<file path="config.mk">
export PLATFORM = sky130hd
export DESIGN_NAME = cb_dina_map
export DESIGN_NICKNAME = d
export VERILOG_FILES = /design/src/rtl/cb_dina_map.sv
export SDC_FILE = /design/constraint.sdc
export NUM_CORES = 1
export LEC_CHECK = 0
export ABC_AREA = 1
export BUFFER_PORTS_ARGS = -buffer_cell sky130_fd_sc_hd__clkbuf_2
export CAP_MARGIN = 10
export CORE_ASPECT_RATIO = 1.1
export CORE_MARGIN = 2
export CORE_UTILIZATION = 35
export DETAILED_ROUTE_END_ITERATION = 16
export GPL_ROUTABILITY_DRIVEN = 1
export GPL_TIMING_DRIVEN = 1
export HOLD_SLACK_MARGIN = 0.12
export SYNTH_ARGS = -nofsm -noshare
export SYNTH_HDL_FRONTEND = slang
export SYNTH_SLANG_ARGS = --single-unit
</file>
<file path="constraint.sdc">
create_clock -name clk -period 2.4 [get_ports clk]
set_input_delay 0.24 -clock clk [delete_from_list [all_inputs] [get_ports clk]]
set_output_delay 0.24 -clock clk [all_outputs]
set_load 0.005 [all_outputs]
</file>
<file path="src/rtl/cb_dina_map.sv">
// Write-side lane mapper for CB port A: turns one burst command plus a stream of
// RSA result vectors into registered per-bank writes at sequential addresses.
module cb_dina_map #(
  parameter int X       = 4,
  parameter int L       = 4,
  parameter int RSA_DW  = 16,
  parameter int ROW_LEN = 10,
  parameter int CB_AW   = 10,
  localparam int LEN_W  = $clog2(ROW_LEN + 1)
) (
  input  logic                  clk,
  input  logic                  sys_rst,
  input  logic                  cmd_valid,
  output logic                  cmd_ready,
  input  logic [1:0]            cmd_dir,
  input  logic [CB_AW-1:0]      cmd_base,
  input  logic [LEN_W-1:0]      cmd_len,
  input  logic                  in_valid,
  output logic                  in_ready,
  input  logic [X*RSA_DW-1:0]   in_data,
  output logic                  CB_ena,
  output logic [L-1:0]          CB_wea,
  output logic [CB_AW-1:0]      CB_addra,
  output logic [L*RSA_DW-1:0]   CB_dina,
  output logic                  done
);

  localparam logic [1:0] DIR_IDLE  = 2'b00;
  localparam logic [1:0] DIR_POS   = 2'b01;
  localparam logic [1:0] DIR_NEW_0 = 2'b10;
  localparam logic [1:0] DIR_NEW_1 = 2'b11;
  localparam int HALF = L / 2;

  typedef enum logic [1:0] {S_IDLE, S_RUN, S_DONE} state_t;

  state_t             state_q, state_d;
  logic [1:0]         dir_q, dir_d;
  logic [CB_AW-1:0]   base_q, base_d;
  logic [LEN_W-1:0]   len_q, len_d;
  logic [LEN_W-1:0]   cnt_q, cnt_d;
  logic               wr_fire;
  logic [L-1:0]       map_wea;
  logic [L*RSA_DW-1:0] map_data;

  // Lower banks take the low lanes in NEW_1; upper banks take the same low lanes in NEW_0.
  for (genvar gi = 0; gi < L; gi++) begin : g_bank
    if (gi < HALF) begin : g_lo
      assign map_wea[gi] = (dir_q == DIR_POS) || (dir_q == DIR_NEW_1);
      assign map_data[gi*RSA_DW +: RSA_DW] = map_wea[gi] ? in_data[gi*RSA_DW +: RSA_DW] : '0;
    end else begin : g_hi
      assign map_wea[gi] = (dir_q == DIR_POS) || (dir_q == DIR_NEW_0);
      assign map_data[gi*RSA_DW +: RSA_DW] =
          (dir_q == DIR_POS)   ? in_data[gi*RSA_DW +: RSA_DW] :
          (dir_q == DIR_NEW_0) ? in_data[(gi-HALF)*RSA_DW +: RSA_DW] : '0;
    end
  end

  assign cmd_ready = (state_q == S_IDLE) && !sys_rst;
  assign in_ready  = (state_q == S_RUN);
  assign done      = (state_q == S_DONE);

  always_comb begin
    state_d = state_q;
    dir_d   = dir_q;
    base_d  = base_q;
    len_d   = len_q;
    cnt_d   = cnt_q;
    wr_fire = 1'b0;
    case (state_q)
      S_IDLE: begin
        if (cmd_valid) begin
          dir_d   = cmd_dir;
          base_d  = cmd_base;
          len_d   = cmd_len;
          cnt_d   = '0;
          state_d = (cmd_dir == DIR_IDLE || cmd_len == '0) ? S_DONE : S_RUN;
        end
      end
      S_RUN: begin
        if (in_valid) begin
          wr_fire = 1'b1;
          cnt_d   = cnt_q + 1'b1;
          if (cnt_d == len_q) state_d = S_DONE;
        end
      end
      S_DONE:  state_d = S_IDLE;
      default: state_d = S_IDLE;
    endcase
  end

  always_ff @(posedge clk) begin
    if (sys_rst) begin
      state_q  <= S_IDLE;
      dir_q    <= DIR_IDLE;
      base_q   <= '0;
      len_q    <= '0;
      cnt_q    <= '0;
      CB_ena   <= 1'b0;
      CB_wea   <= '0;
      CB_addra <= '0;
      CB_dina  <= '0;
    end else begin
      state_q <= state_d;
      dir_q   <= dir_d;
      base_q  <= base_d;
      len_q   <= len_d;
      cnt_q   <= cnt_d;
      CB_ena  <= wr_fire;
      CB_wea  <= wr_fire ? map_wea : '0;
      CB_dina <= wr_fire ? map_data : '0;
      if (wr_fire) CB_addra <= base_q + CB_AW'(cnt_q);
    end
  end

endmodule

</file>
Yosys cells after proc, flatten, opt, wreduce, memory -nomap -nowiden --
Cells that the tools add are included.
Operators by class: add/subtract/negate cells 2, eq/ne operators 9, multiplexer cells 14, bitwise logic cells 2, reduce and logical (&&, ||, !) cells 14
Operator list (number):
- 2-to-1 mux 16 bit | 4
- adder 10 x 4 -> 10 bit | 1
- 2-to-1 mux 2 bit | 4
- 2-to-1 mux 4 bit | 2
- case mux 4 bit (2 select lines) | 1
- == test 2 bit (second input constant) | 3
- AND reduction 3 bit | 2
- adder 4 x 1 -> 4 bit (second input constant) | 1
- == test 2 x 1 -> 1 bit (second input constant) | 2
- == test 4 bit | 1
- logical NOT 2 bit | 2
- logical NOT 4 bit | 1
- inequality test 2 bit (second input constant) | 2
- case mux 2 bit (2 select lines) | 1
- logical OR 1 bit | 3
- OR reduction 3 bit | 1
- 2-to-1 mux 1 bit | 2
- inequality test 2 x 1 -> 1 bit (second input constant) | 1
- NOT 1 bit | 2
- AND reduction 2 bit | 1
- nonzero test 2 bit | 1
- OR reduction 2 bit | 1
- logical AND 1 bit | 1
- logical NOT 1 bit | 1
Storage, ports and cells: flip-flop bits (word level) 100, output and inout port bits 82, logic and storage cells 51

Depth between registers and ports, before layout --
Gate-level depths: netlist of run 1.
depth in word-level cells 5, depth in mapped cells 10

Worst setup path after synthesis of run 1 --
OpenSTA, ideal clock, no wires.
kind reg-to-reg, start point register cnt_q[0], end point register CB_addra[6], arrival time 1489 ps, path slack 802 ps, cell stages (with the launch flop) 10, path buffers 0, cells stage by stage dfxtp_1 -> ha_1 -> fa_1 -> nand3_1 -> nand2_1 -> nand2_1 -> xor2_1 -> nand2_1 -> nand2_1 -> inv_1
Between the ends: longest elaborated chain between the ends 1
RTL lines:
- start, declared | line 40 | logic [LEN_W-1:0] cnt_q, cnt_d;
- start signal, assigned | line 107 | cnt_q <= cnt_d;
- adder 10 x 4 -> 10 bit | line 111 | if (wr_fire) CB_addra <= base_q + CB_AW'(cnt_q);
- end signal, assigned | line 111
- end, declared | line 23 | output logic [CB_AW-1:0] CB_addra,
No other way between the ends. A chain may end at the register's enable or synchronous reset.

Worst setup path in the final report of run 1 --
start point register dir_q[1], end point register CB_dina[4]
Between the ends: longest elaborated chain between the ends 4, elaborated cells on any way between the ends 5
RTL lines:
- start, declared | line 37 | logic [1:0] dir_q, dir_d;
- start signal, assigned | line 104 | dir_q <= dir_d;
- == test 2 x 1 -> 1 bit / == test 2 bit (equally long branches) | line 48 | assign map_wea[gi] = (dir_q == DIR_POS) || (dir_q == DIR_NEW_1);
- logical OR 1 bit (*) | line 48
- NOT 1 bit (no line) (*)
- OR reduction 3 bit (no line) (*)
- end signal, assigned | line 110 | CB_dina <= wr_fire ? map_data : '0;
- end, declared | line 24 | output logic [L*RSA_DW-1:0] CB_dina,
Mark *: on every way between the ends. The rest lies on a longest branch, timed or not.

==> reports/results.ini, run 1 <==
[routing]
wl_per_cell_um=12.8
dr_wl_met2_mm=5.00
wl_met3_um=642
drc=0
drt_wl_total_mm=9.94
postRouteAntennaNets=0
num_vias=3526
wl_met1_mm=4.16
top_layer=met4
dr.first_iter.drc_count=98
dr.pass1.iters=5
viasPerCell=4.54

[critical_path]
crit_chain=inv_1 > ha_1 > o21ai_2 > buf_4 > nor2_1
rrSetupSlack_ns=0.62
worst_ep_arrival_time_ns=1.99
cp-start-kind=flop
max_stage_delay_ns=0.43
rr_worst_depth=5
crit_buf_inv=2
criticalPathCategory=reg2reg
cp_top_family=adder cells
slowest_stage=ha_1
worst-path-max-fanout=28
required_ns=2.61
cp-end-kind=flop
reg2reg_from=dir_q[1]
regToRegEndpoint=CB_dina[4]

[synthesis]
synthTopCellsByArea=dfxtp_1 (53%), nor2_1 (9.7%), a22oi_1 (6.4%), inv_1 (5.9%), nand2_1 (5.0%)
syn_nets=545
synth_top_area_share_pct=53.1
synth_compound_area_share_pct=13.5
ys_seq_elements=99
yosys.area_share.simple_pct=19.4
synth_mux_area_share_pct=0
yosysUniqueCellTypes=25
synthXorXnorAreaFrac_pct=0.939
synth_area_sq_um=3730
avgSynthCellArea_sq_um=8.26
synth_top_family_by_area=simple AND/OR/NAND/NOR gates
yosysWarnings=0
ys_seq_area_share_pct=53.1
yosys.area.top_type=dfxtp_1
syn_inst=452
synth_fa_ha_area_share_pct=3.22

[clock_network]
htree_levels=3
cts.sink_count=99
cts_root_buffer=clkbuf_16
cts_buffers=9
cts_buffer_depth=2
cts_setup_buffers=0
path_clk_slew_ns=0.07
clk_latency_ns=0.33
cts_tree=done

[timing]
setup_viol=0
hold_viol_final=0
period_needed_ns=1.78
clock_skew_ns=0.00670
relSlewSlack_pct=52.5
rsz0062_at_grt=false
whs_ns=0.129
setup_ws_ns=0.619
setup_tns_ns=0
fin_crit_sh_pct=74.2
fmax_ghz=0.562
worst_pin_slew_ns=0.713
slew_violations=0

[floorplanning]
die-area_sq_um=11500
die_w_um=102
num_io_pins=166
start_util_pct=35.9
die_h_um=112
core_sq_um=10400
rows=39

[finish]
drive_gt1_share_pct=30.4
post-route-cell-area_sq_um=5160
post-route-util_pct=49.7
diodes=0
area_growth_pct=38.4
nNetsFinal=723

[global_routing]
grt_start_max_net_pins=35
grt_usage_pct=17.2
grt_pass1_wl_mm=15.6
first_global_vias=3343
grt_antenna_before_repair=0
grt-ovfl-total=0

[placement]
postPlaceCellArea_sq_um=4630
pre_cts_slack_ns=0.625
dp_hpwl_mm=7.24
port_buffers=165
place.gp.congestion=0.829

[min_path]
hold_end=CB_dina[9]
hp-start=in_data[9]
min_path_type=in2reg
min_delay_path_depth=3

[power]
leakagePower_nw=2.62
peakVddDrop_mv=0.399
p_per_area_nw_per_um2=719

[flow_run]
drv_cap=0

[run_status]
status=complete, no violations

cell type report:
class | instances | area, sq um
Sequential cell | 99 | 1980
Inverter | 62 | 233
Fill cell | 1050 | 5230
Clock buffer | 11 | 253
Timing Repair Buffer | 189 | 1060
Clock inverter | 4 | 73.8
Tap cell | 143 | 179
Multi-Input combinational cell | 269 | 1390
synth_stat cells:
cell type  number
nand3_2         1
nor2_4          2
nand3_1        20
buf_4           2
ha_1            8
buf_2          12
inv_1          59
nand2_4         1
nand4_1         4
o21a_1          3
or2_2           1
buf_6           4
o21ai_0        24
clkbuf_1        4
fa_1            1
a21oi_1        18
xnor2_1         1
a22oi_1        32
inv_2           3
o21ai_2         1
o21bai_1        3
nor2_1         96
xor2_1          3
nand2_1        50
dfxtp_1        99
sequential cells by signal, indices dropped and copies added (netlist names):
signal / cells
CB_dina: 64
CB_addra: 10
base_q: 10
cnt_q: 4
len_q: 4
CB_wea: 2
dir_q: 2
state_q: 2
CB_ena: 1
worst max path at each step:
stage              from     endpoint  slack, ns  depth (start not counted)
6_report       dir_q[1]   CB_dina[4]       0.62                          5
5_1_grt        cnt_q[0]  CB_addra[8]       0.39                          9
4_1_cts        dir_q[1]   CB_dina[4]       0.58                          5
3_5_place_dp   dir_q[1]   CB_dina[4]       0.63                          5
3_3_place_gp   cnt_q[0]  CB_addra[6]       0.66                          9
2_1_floorplan  cnt_q[0]  CB_addra[6]       0.80                          9
layout by cell type, fill, tap and decap left out, types with 2 or more instances in the layout:
cell type      count
clkbuf_2         165
dfxtp_1           99
nor2_1            95
inv_1             59
nand2_1           50
a22oi_1           32
o21ai_0           24
dlygate4sd3_1     21
nand3_1           20
a21oi_1           18
clkbuf_16          9
ha_1               8
nand4_1            4
inv_2              3
o21bai_1           3
xor2_1             3
o21a_1             3
buf_4              3
nor2_4             2
bufinv_16          2
clkbuf_8           2
per-stage QoR:
step                cells  total power, mW
global route          777             3.88
floorplan             452             2.01
global placement      741             2.16
detailed placement    741             2.17
finish                777             3.71
CTS                   777             3.75
power breakdown:
group          switching (mW)  total (mW)  leakage (nW)  internal (mW)
registers              0.0398        1.74         0.803           1.70
logic                   0.232       0.418          1.65          0.186
clock network           0.590        1.55         0.162          0.964
routing by layer:
layer | track usage (%) | up-vias
li1 | - | 1793
met1 | 20.1 | 1589
met2 | 30.4 | 131
met3 | 3.49 | 13
met4 | 6.84 | 0
met5 | 0 | -
cells by family (layout without fill, tap and decap cells):
kind of cell / after synthesis / in the layout
AOI/OAI and AO/OA: 81 / 81
xor gates and xnor gates: 4 / 4
adders and majority gates: 9 / 9
buffers and inverters: 84 / 266
DFF: 99 / 99
and+or+nand+nor: 175 / 175
timing repair:
| action | 4_1_cts | 5_1_grt |
|---|---|---|
| hold endpoints to repair | 21 | 0 |
| hold buffers | 21 | 0 |
| gates resized for setup | 0 | 0 |
worst reg2reg max path, delay by kind of cell, from the launching register on:
family / cells / cell delay [ns]
AOI/OAI and AO/OA: 1 / 0.37
adders and majority gates: 1 / 0.43
buffers and inverters: 2 / 0.42
DFF: 1 / 0.36
and+or+nand+nor: 1 / 0.08
No activity file was read; power rests on OpenSTA's default activity.
==> run 2, diff against run 1 <==
==> constraint.sdc (replaced) <==
create_clock -name clk -period 1.45 [get_ports clk]
set_input_delay 0.145 -clock clk [delete_from_list [all_inputs] [get_ports clk]]
set_output_delay 0.145 -clock clk [all_outputs]
set_load 0.005 [all_outputs]
==> reports/results.ini, run 2 (synthesized netlist as in run 1, its figures left out) <==
[finish]
final_cells=849  ; was 777
drive_gt1_share_pct=31.6  ; was 30.4%
top_regs=CB_dina: 64 flops, CB_addra: 10 flops, base_q: 10 flops  ; unchanged
post-route-cell-area_sq_um=5960  ; was 5160 sq um
final_cell_mix=clkbuf_2 (165), dfxtp_1 (95), nor2_1 (93), dlygate4sd3_1 (77), inv_1 (59)  ; was clkbuf_2 (165), dfxtp_1 (99), nor2_1 (95), inv_1 (59), nand2_1 (50)
diodes=0  ; unchanged
area_growth_pct=59.7  ; was 38.4%
nNetsFinal=794  ; was 723
largest_register_ffs=64  ; unchanged
register_area_sq_um=1990  ; was 1980 sq um
fillerInstances=932  ; was 1,050
multi_input_area_sq_um=1460  ; was 1390 sq um
final_common_cell=clkbuf_2  ; unchanged
post-route-util_pct=57.3  ; was 49.7%
largest_register=CB_dina  ; unchanged

[placement]
port_buffers=165  ; unchanged
postPlaceCellArea_sq_um=4750  ; was 4630 sq um
placed_cells=751  ; was 741
pre_cts_slack_ns=-0.0493  ; was 0.625 ns
dp_hpwl_mm=7.16  ; was 7.24 mm
place.gp.congestion=0.822  ; was 0.829

[global_routing]
grt_start_max_net_pins=35  ; unchanged
grt_usage_pct=19.3  ; was 17.2%
grt_pass1_wl_mm=17.5  ; was 15.6 mm
grt_antenna_before_repair=0  ; unchanged
first_global_vias=3814  ; was 3,343
grt-ovfl-total=0  ; unchanged

[critical_path]
max_stage_delay_ns=0.35  ; was 0.43 ns
reg2reg_from=cnt_q[0]  ; was dir_q[1]
cp-start-kind=flop  ; unchanged
cp_common_cell=nand2_1
worst-path-max-fanout=3  ; was 28
worst_ep_arrival_time_ns=1.70  ; was 1.99 ns
regToRegEndpoint=CB_addra[6]  ; was CB_dina[4]
crit_chain=ha_4 > fa_2 > nand3_2 > nand2_4 > nand2_2 > xor2_1 > nand2_1 > nand2_1 > inv_1  ; was inv_1 > ha_1 > o21ai_2 > buf_4 > nor2_1
cp.depth=9  ; was 5
rr_worst_depth=9  ; was 5
criticalPathCategory=reg2reg  ; unchanged
cp-end-kind=flop  ; unchanged
crit_buf_inv=1  ; was 2
rrSetupSlack_ns=-0.01  ; was 0.62 ns
cp_top_family=adder cells  ; unchanged
required_ns=1.69  ; was 2.61 ns
slowest_stage=dfxtp_4  ; was ha_1

[min_path]
hold_end=dir_q[1]  ; was CB_dina[9]
hp-start=cmd_dir[1]  ; was in_data[9]
min_delay_path_depth=3  ; unchanged
min_path_type=in2reg  ; unchanged

[clock_network]
htree_levels=3  ; unchanged
cts_tree=done  ; unchanged
path_clk_slew_ns=0.07  ; about the same
cts_root_buffer=clkbuf_16  ; unchanged
cts_buffers=9  ; unchanged
cts.sink_count=99  ; unchanged
cts_buffer_depth=2  ; unchanged
clk_latency_ns=0.34  ; was 0.33 ns

[timing]
rsz0062_at_grt=true  ; was false
period_needed_ns=1.46  ; was 1.78 ns
setup_viol=1  ; was 0
slew_violations=0  ; unchanged
fmax_ghz=0.685  ; was 0.562 GHz
clock_skew_ns=0.00767  ; was 0.00670 ns
setup_tns_ns=-0.0102  ; was 0 ns
fin_crit_sh_pct=101  ; was 74.2%
worst_pin_slew_ns=0.525  ; was 0.713 ns
setup_ws_ns=-0.0102  ; was 0.619 ns
relSlewSlack_pct=64.9  ; was 52.5%
hold_viol_final=0  ; unchanged

[run_status]
status=finished, violations left  ; was complete, no violations
violations=negative setup slack

[floorplanning]
core_sq_um=10400  ; unchanged
start_util_pct=35.9  ; unchanged
die_h_um=112  ; unchanged
num_io_pins=166  ; unchanged
die-area_sq_um=11500  ; unchanged
die_w_um=102  ; unchanged
rows=39  ; unchanged

[routing]
num_vias=3918  ; was 3,526
drc=0  ; unchanged
postRouteAntennaNets=0  ; unchanged
dr.pass1.iters=4  ; was 5
dr.first_iter.drc_count=194  ; was 98
wl_per_cell_um=13.2  ; was 12.8 um
viasPerCell=4.61  ; was 4.54
drt_wl_total_mm=11.2  ; was 9.94 mm

[flow_run]
drv_cap=0  ; unchanged

[power]
p_per_area_nw_per_um2=1060  ; was 719 nW/um^2
leakagePower_nw=2.94  ; was 2.62 nW
peakVddDrop_mv=0.571  ; was 0.399 mV

[run 2: cell count changes in the layout (fill, tap and decap cells not counted), sizes merged]
cell and change:
inv +2, clkbuf -2, dlymetal6s4s +1, dlygate4sd3 +56
clkinvlp +1, buf +14
[run 2: worst max path at each step]
stage          startpoint     endpoint  slack (ns)
6_report         cnt_q[0]  CB_addra[6]       -0.01
5_1_grt          cnt_q[0]  CB_addra[6]       -0.08
4_1_cts          cnt_q[0]  CB_addra[6]       -0.02
3_5_place_dp     cnt_q[0]  CB_addra[6]       -0.05
3_3_place_gp     cnt_q[0]  CB_addra[6]       -0.06
2_1_floorplan    cnt_q[0]  CB_addra[6]      -0.008
[run 2: what timing repair did]
item	4_1_cts	5_1_grt
hold buffers	78	0
setup buffers	0	4
cloned	0	0
setup endpoints to repair	4	35
endpoints found under the hold margin	78	0
gates resized for setup	3	17
pin swaps	0	4
[run 2: layout make-up]
class | instances | area share, %
inverter | 62 | 3.99
tap | 143 | 3.00
clock inverter | 7 | 1.66
clock buffer | 9 | 3.78
timing repair buffer | 260 | 29.6
sequential | 99 | 33.4
multi-input combinational | 269 | 24.5
[run 2: layer usage]
metal / vias up / track usage (%) / part of all wire (%)
met2: 175 / 34.5 / 50
met1: 1772 / 20.7 / 40
met5: - / 0 / 0
li1: 1936 / - / -
met4: 0 / 10.9 / 4.0
met3: 35 / 4.05 / 6.8
[run 2: per-stage QoR]
stage / power, mW / hold WS (ns)
2_1_floorplan: 3.33 / 0.257
3_3_place_gp: 3.61 / 0.358
3_5_place_dp: 3.62 / 0.362
4_1_cts: 6.35 / 0.123
5_1_grt: 6.61 / 0.164
6_report: 6.32 / 0.141
[run 2: worst register-to-register path: stages, from the launching register on]
cell	delay (ns)
dfxtp_4	0.35
ha_4	0.16
fa_2	0.34
nand3_2	0.09
nand2_4	0.07
nand2_2	0.07
xor2_1	0.14
nand2_1	0.06
nand2_1	0.05
inv_1	0.03
[run 2: where the power goes]
group | internal (mW) | switching, mW
combinational | 0.453 | 0.439
clock | 1.52 | 1.03
sequential | 2.81 | 0.0684
